$ cat src/rtl/ili9341_frame_sequencer.sv
// ILI9341 frame sequencer: LCD hardware reset, init array, then a
// frame loop streaming RGB565 pixels through one shared SPI sender.
//
// Ports:
//   clk, rst                 clock, async active-low reset
//   i_enable                 frame loop runs while high
//   o_send_comm_ena/o_command  start + array select to send_command
//   i_comm_array_sent        command array finished pulse
//   i_cmd_*/o_cmd_sent       command-path byte request / done
//   i_pix_valid/i_pix_data/o_pix_ready  pixel source handshake
//   o_spi_*/i_spi_done       byte-level SPI sender
//   o_lcd_rst                LCD reset, active low
//   o_frame_done/o_init_done status
`timescale 1ns/1ps
module ili9341_frame_sequencer #(
  parameter int DW           = 8,
  parameter int H_RES        = 240,
  parameter int V_RES        = 320,
  parameter int RST_LOW_CYC  = 1250,
  parameter int RST_WAIT_CYC = 625000,
  parameter int SLP_WAIT_CYC = 15000000
) (
  input  logic          clk,
  input  logic          rst,
  input  logic          i_enable,
  output logic          o_send_comm_ena,
  output logic          o_command,
  input  logic          i_comm_array_sent,
  input  logic          i_cmd_send,
  input  logic [DW-1:0] i_cmd_data,
  input  logic          i_cmd_dc,
  input  logic          i_cmd_cs,
  output logic          o_cmd_sent,
  input  logic          i_pix_valid,
  input  logic [15:0]   i_pix_data,
  output logic          o_pix_ready,
  output logic          o_spi_send,
  output logic [DW-1:0] o_spi_data,
  output logic          o_spi_dc,
  output logic          o_spi_cs,
  input  logic          i_spi_done,
  output logic          o_lcd_rst,
  output logic          o_frame_done,
  output logic          o_init_done
);

  localparam logic INI_COMM  = 1'b0;
  localparam logic LOOP_COMM = 1'b1;

  localparam int NPIX  = H_RES * V_RES;
  localparam int MAX_A = (RST_LOW_CYC > RST_WAIT_CYC) ?
                         RST_LOW_CYC : RST_WAIT_CYC;
  localparam int MAX_C = (MAX_A > SLP_WAIT_CYC) ?
                         MAX_A : SLP_WAIT_CYC;
  localparam int CW    = $clog2(MAX_C) + 1;
  localparam int PW    = (NPIX > 1) ? $clog2(NPIX) : 1;

  localparam logic [CW-1:0] LOW_LAST  = CW'(RST_LOW_CYC - 1);
  localparam logic [CW-1:0] WAIT_LAST = CW'(RST_WAIT_CYC - 1);
  localparam logic [CW-1:0] SLP_LAST  = CW'(SLP_WAIT_CYC - 1);
  localparam logic [PW-1:0] PIX_LAST  = PW'(NPIX - 1);

  typedef enum logic [3:0] {
    S_RST_LOW,
    S_RST_WAIT,
    S_INIT_START,
    S_INIT_RUN,
    S_SLP_WAIT,
    S_IDLE,
    S_LOOP_START,
    S_LOOP_RUN,
    S_PIX_LOAD,
    S_PIX_HI,
    S_PIX_LO,
    S_FRAME_DONE
  } state_t;

  state_t        state_q;
  state_t        state_d;
  logic [CW-1:0] cnt_q;
  logic [PW-1:0] pix_cnt_q;
  logic [15:0]   pix_q;
  logic          cmd_q;
  logic          init_q;

  logic pix_load;
  logic pix_dec;
  logic pix_cap;
  logic init_set;
  logic cnt_run;

  // Delay counter only advances in the timed states and
  // restarts from zero on every state change.
  assign cnt_run = (state_q == S_RST_LOW)  ||
                   (state_q == S_RST_WAIT) ||
                   (state_q == S_SLP_WAIT);

  always_ff @(posedge clk or negedge rst) begin
    if (!rst) begin
      state_q <= S_RST_LOW;
      cnt_q   <= '0;
    end else begin
      state_q <= state_d;
      if (state_d != state_q) begin
        cnt_q <= '0;
      end else if (cnt_run) begin
        cnt_q <= cnt_q + CW'(1);
      end
    end
  end

  always_ff @(posedge clk or negedge rst) begin
    if (!rst) begin
      pix_cnt_q <= '0;
      pix_q     <= '0;
    end else begin
      if (pix_load) begin
        pix_cnt_q <= PIX_LAST;
      end else if (pix_dec) begin
        pix_cnt_q <= pix_cnt_q - PW'(1);
      end
      if (pix_cap) begin
        pix_q <= i_pix_data;
      end
    end
  end

  always_ff @(posedge clk or negedge rst) begin
    if (!rst) begin
      cmd_q  <= INI_COMM;
      init_q <= 1'b0;
    end else begin
      if (state_q == S_INIT_START) begin
        cmd_q <= INI_COMM;
      end else if (state_q == S_LOOP_START) begin
        cmd_q <= LOOP_COMM;
      end
      if (init_set) begin
        init_q <= 1'b1;
      end
    end
  end

  assign o_command   = (state_q == S_LOOP_START) ?
                       LOOP_COMM : cmd_q;
  assign o_lcd_rst   = (state_q != S_RST_LOW);
  assign o_init_done = init_q;

  always_comb begin
    state_d         = state_q;
    pix_load        = 1'b0;
    pix_dec         = 1'b0;
    pix_cap         = 1'b0;
    init_set        = 1'b0;
    o_send_comm_ena = 1'b0;
    o_spi_send      = 1'b0;
    o_spi_data      = '0;
    o_spi_dc        = 1'b1;
    o_spi_cs        = 1'b1;
    o_cmd_sent      = 1'b0;
    o_pix_ready     = 1'b0;
    o_frame_done    = 1'b0;
    unique case (state_q)
      S_RST_LOW: begin
        if (cnt_q == LOW_LAST) begin
          state_d = S_RST_WAIT;
        end
      end
      S_RST_WAIT: begin
        if (cnt_q == WAIT_LAST) begin
          state_d = S_INIT_START;
        end
      end
      S_INIT_START: begin
        o_send_comm_ena = 1'b1;
        state_d         = S_INIT_RUN;
      end
      S_INIT_RUN: begin
        o_spi_send = i_cmd_send;
        o_spi_data = i_cmd_data;
        o_spi_dc   = i_cmd_dc;
        o_spi_cs   = i_cmd_cs;
        o_cmd_sent = i_spi_done;
        if (i_comm_array_sent) begin
          state_d = S_SLP_WAIT;
        end
      end
      S_SLP_WAIT: begin
        if (cnt_q == SLP_LAST) begin
          init_set = 1'b1;
          state_d  = S_IDLE;
        end
      end
      S_IDLE: begin
        if (i_enable) begin
          state_d = S_LOOP_START;
        end
      end
      S_LOOP_START: begin
        o_send_comm_ena = 1'b1;
        state_d         = S_LOOP_RUN;
      end
      S_LOOP_RUN: begin
        o_spi_send = i_cmd_send;
        o_spi_data = i_cmd_data;
        o_spi_dc   = i_cmd_dc;
        o_spi_cs   = i_cmd_cs;
        o_cmd_sent = i_spi_done;
        if (i_comm_array_sent) begin
          pix_load = 1'b1;
          state_d  = S_PIX_LOAD;
        end
      end
      // CS stays low across pixel stalls so the RAMWR
      // stream is never broken mid-frame.
      S_PIX_LOAD: begin
        o_pix_ready = 1'b1;
        o_spi_cs    = 1'b0;
        if (i_pix_valid) begin
          pix_cap = 1'b1;
          state_d = S_PIX_HI;
        end
      end
      S_PIX_HI: begin
        o_spi_send = 1'b1;
        o_spi_data = DW'(pix_q[15:8]);
        o_spi_cs   = 1'b0;
        if (i_spi_done) begin
          state_d = S_PIX_LO;
        end
      end
      S_PIX_LO: begin
        o_spi_send = 1'b1;
        o_spi_data = DW'(pix_q[7:0]);
        o_spi_cs   = 1'b0;
        if (i_spi_done) begin
          if (pix_cnt_q == '0) begin
            state_d = S_FRAME_DONE;
          end else begin
            pix_dec = 1'b1;
            state_d = S_PIX_LOAD;
          end
        end
      end
      S_FRAME_DONE: begin
        o_frame_done = 1'b1;
        state_d      = i_enable ? S_LOOP_START : S_IDLE;
      end
      default: begin
        state_d = S_RST_LOW;
      end
    endcase
  end

endmodule

$ cat config.mk
export PLATFORM = sky130hd
export DESIGN_NAME = ili9341_frame_sequencer
export DESIGN_NICKNAME = d
export VERILOG_FILES = /design/src/rtl/ili9341_frame_sequencer.sv
export SDC_FILE = /design/constraint.sdc
export NUM_CORES = 1
export LEC_CHECK = 0
export ABC_AREA = 1
export BUFFER_PORTS_ARGS = -buffer_cell sky130_fd_sc_hd__buf_2
export CAP_MARGIN = 15
export CORE_MARGIN = 1
export CORE_UTILIZATION = 45
export CTS_CLUSTER_SIZE = 14
export DETAILED_ROUTE_END_ITERATION = 6
export SLEW_MARGIN = 10
export SYNTH_ARGS = -nofsm -noshare
export SYNTH_HDL_FRONTEND = slang
export SYNTH_SLANG_ARGS = --single-unit
$ cat constraint.sdc
create_clock -name clk -period 1.9 [get_ports clk]
set_input_delay 0.285 -clock clk [delete_from_list [all_inputs] [get_ports clk]]
set_output_delay 0.285 -clock clk [all_outputs]
set_load 0.02 [all_outputs]
==> flow_metrics.tcl <==
set metrics [dict create \
    yosysSeqAreaShare_pct 41.29 \
    synth.avg_cell_area_sq_um 7.078 \
    rows 33 \
    seqCellArea_sq_um 1604 \
    yosys-top-cells-area "dfrtp_1, nand2_1, nor2_1, inv_1, xor2_1" \
    clkSinkCount 64 \
    power_mw 6.197 \
    synth_top_area_cell "dfrtp_1" \
    cp.required_ns 2.12 \
    antenna_found_initial 0 \
    final_area_sq_um 5085 \
    drt_iter0_markers 173 \
    place_area_sq_um 4419 \
    antennaDiodeCount 0 \
    ir_drop_mv 0.5956 \
    crit_type "flip-flop to flip-flop" \
    synth_fp_nets 585 \
    tightest_slew_ns 0.5362 \
    synth_cells 548 \
    routed_wirelength_microns 10250 \
    synth_top_area_share_pct 41.29 \
    fmax_mhz 515.3 \
    synth_warnings 0 \
    hold_slack_ns 0.1492 \
    ios 51 \
    path_common_cell "nor2_2" \
    p_per_area_nw_per_um2 1219 \
    post-route-drc-count 0 \
    slew_headroom_pct 64.26 \
    via_count 3803 \
    finalSetupViolations 20 \
    rrSetupSlack_ns -0.04 \
    fill_cells 776 \
    path_clk_slew_ns 0.08 \
    rsz0062_at_grt "true" \
    period_share_pct 102.1 \
    die_w_microns 94.84 \
    multi_input_area_sq_um 2146 \
    grt_overflow 0 \
    async_flop_share_pct 100.0 \
    wire_per_inst_microns 13.54 \
    grt_pass1_wl_microns 15970 \
    ys_types 29 \
    die_h_microns 94.84 \
    min_path_type "input pin to flip-flop" \
    slowest_stage "dfrtp_1" \
    cts_root_buffer "clkbuf_8" \
    synth_area_sq_um 3879 \
    viasPerCell 5.024 \
    clk_path_buf_depth 2 \
    first_pass_iters 4 \
    clk_latency_ns 0.34 \
    setup_ws_ns -0.04074 \
    cts_made_buffers 9 \
    maxCapViolations 0 \
    critPathMaxStageDelay_ns 0.41 \
    track_usage_pct 22.97 \
    arrival_ns 2.16 \
    cts_tree "yes" \
    gp_congestion 0.8868 \
    place_hpwl_microns 7121 \
    nets 684 \
    start_util_pct 46.74 \
    coreArea_sq_um 8299 \
    skew_ns 0.01244 \
    layout-drive-gt1-share_pct 29.29 \
    synth_most_common_cell "nand2_1" \
    cts_max_level 3 \
    leakagePower_nw 2.474 \
    cp_max_fo 4 \
    first_global_vias 3498 \
    numPortBuffers 50 \
    worst_setup_path_end_kind "flip-flop" \
    startpoint_type "flip-flop" \
    final_util_pct 61.27 \
    hold_viol 0 \
    drtAntennaViolNets 0 \
    violations "setup timing" \
    worstPathCellList "ha_2, nand2_2, nand3b_1, nor2_2, nand2_2, nor2_2, nand4_1, xor2_1, nor2_2" \
    synthTopCellsByCount "nand2_1, nor2_1, inv_1" \
    layout_min_cycle_time_ns 1.941 \
    synth_edf_count 0 \
    grt_max_degree 33 \
    ys_seq_elements 64 \
    drv_slew 0 \
    outcome "finished with violations" \
    synth_ff_type "dfrtp_1" \
    dieArea_sq_um 8995 \
    syn_to_final_growth_pct 31.10 \
]
## timing repair
item                                   in CTS  in global routing
hold buffers                                1                  0
buffers inserted                           10                  8
endpoints found under the hold margin      20                  0
resized for setup                          20                 57
cloned                                      1                  3
setup endpoints to repair                  35                 46
pin swaps                                   2                 20
## logic make-up after synthesis
| group | synth area share (%) |
|---|---|
| fa+ha+maj | 1.290 |
| compound gates | 8.581 |
| buf+inv | 8.839 |
| xor+xnor | 6.097 |
| simple gates | 33.90 |
| flops | 41.29 |
## final timing paths
check,startpoint,endpoint,cells past startpoint
max,cnt_q[1]$_DFFE_PN0P_,cnt_q[18]$_DFFE_PN0P_,9
min,i_pix_data[10],pix_q[10]$_DFFE_PN0P_,3
max reg2reg,cnt_q[1]$_DFFE_PN0P_,cnt_q[18]$_DFFE_PN0P_,9
min reg2reg,o_init_done$_DFFE_PN0P_,o_init_done$_DFFE_PN0P_,2
max in group asynchronous,rst,cnt_q[16]$_DFFE_PN0P_,3
min in group asynchronous,rst,o_init_done$_DFFE_PN0P_,2
## layer usage
layer | wire length (microns) | vias to the layer above | track usage (%)
met3 | 337 | 11 | 3.221
met2 | 4870 | 71 | 36.27
met5 | 0 | - | 0
met4 | 112 | 0 | 7.449
li1 | - | 1913 | -
met1 | 4930 | 1808 | 32.28
## critical path: cells and delay by family (launching register included)
family	cells	cell delay (ns)
fa+ha+maj	1	0.22
flops	1	0.41
xor+xnor	1	0.24
simple gates	7	0.95
## state kept, by name, summed over array words and instances (netlist names)
register / flops
cmd_q: 1
cnt_q: 25
o_init_done: 1
pix_cnt_q: 17
pix_q: 16
state_q: 4
## placed cells by master (no fill, tap or decap), types with 4 or more instances in the layout
| master | count |
|---|---|
| nand2_1 | 130 |
| nor2_1 | 80 |
| inv_1 | 66 |
| dfrtp_1 | 62 |
| buf_4 | 46 |
| buf_2 | 41 |
| o21ai_0 | 39 |
| nor2_2 | 27 |
| nand3_1 | 26 |
| xor2_1 | 24 |
| inv_2 | 9 |
| nand2_2 | 9 |
| clkbuf_8 | 9 |
| nand4_1 | 8 |
| nor3_1 | 7 |
| o221ai_2 | 7 |
| clkinv_2 | 6 |
| nor2_4 | 5 |
| buf_6 | 5 |
| nand3b_1 | 4 |
| a21oi_1 | 4 |
## layout make-up
cell class                 instances  share of cell area (%)
clock buffer                       9                   2.436
clock inverter                     7                   1.230
inverter                          77                   5.807
multi-input combinational        397                   42.20
sequential                        64                   31.55
tap                              105                   2.584
timing repair buffer              98                   14.20
## per-stage QoR
| stage | std cells | setup TNS (ns) | setup slack (ns) |
|---|---|---|---|
| floorplan | 548 | 0 | 0.1810 |
| finish | 757 | -0.2438 | -0.04074 |
| global placement | 718 | 0 | 0.02587 |
| global route | 757 | -4.525 | -0.1753 |
| detailed placement | 718 | -0.2697 | -0.05855 |
| CTS | 746 | -0.09489 | -0.02152 |
## power by group
group          internal, mW  leakage (nW)  switching, mW  total [mW]
logic                  1.31          1.59           1.74        3.05
clock network         0.594        0.0985          0.545        1.14
registers              1.74         0.789          0.263        2.01
Power figures use the tool's default switching activity.
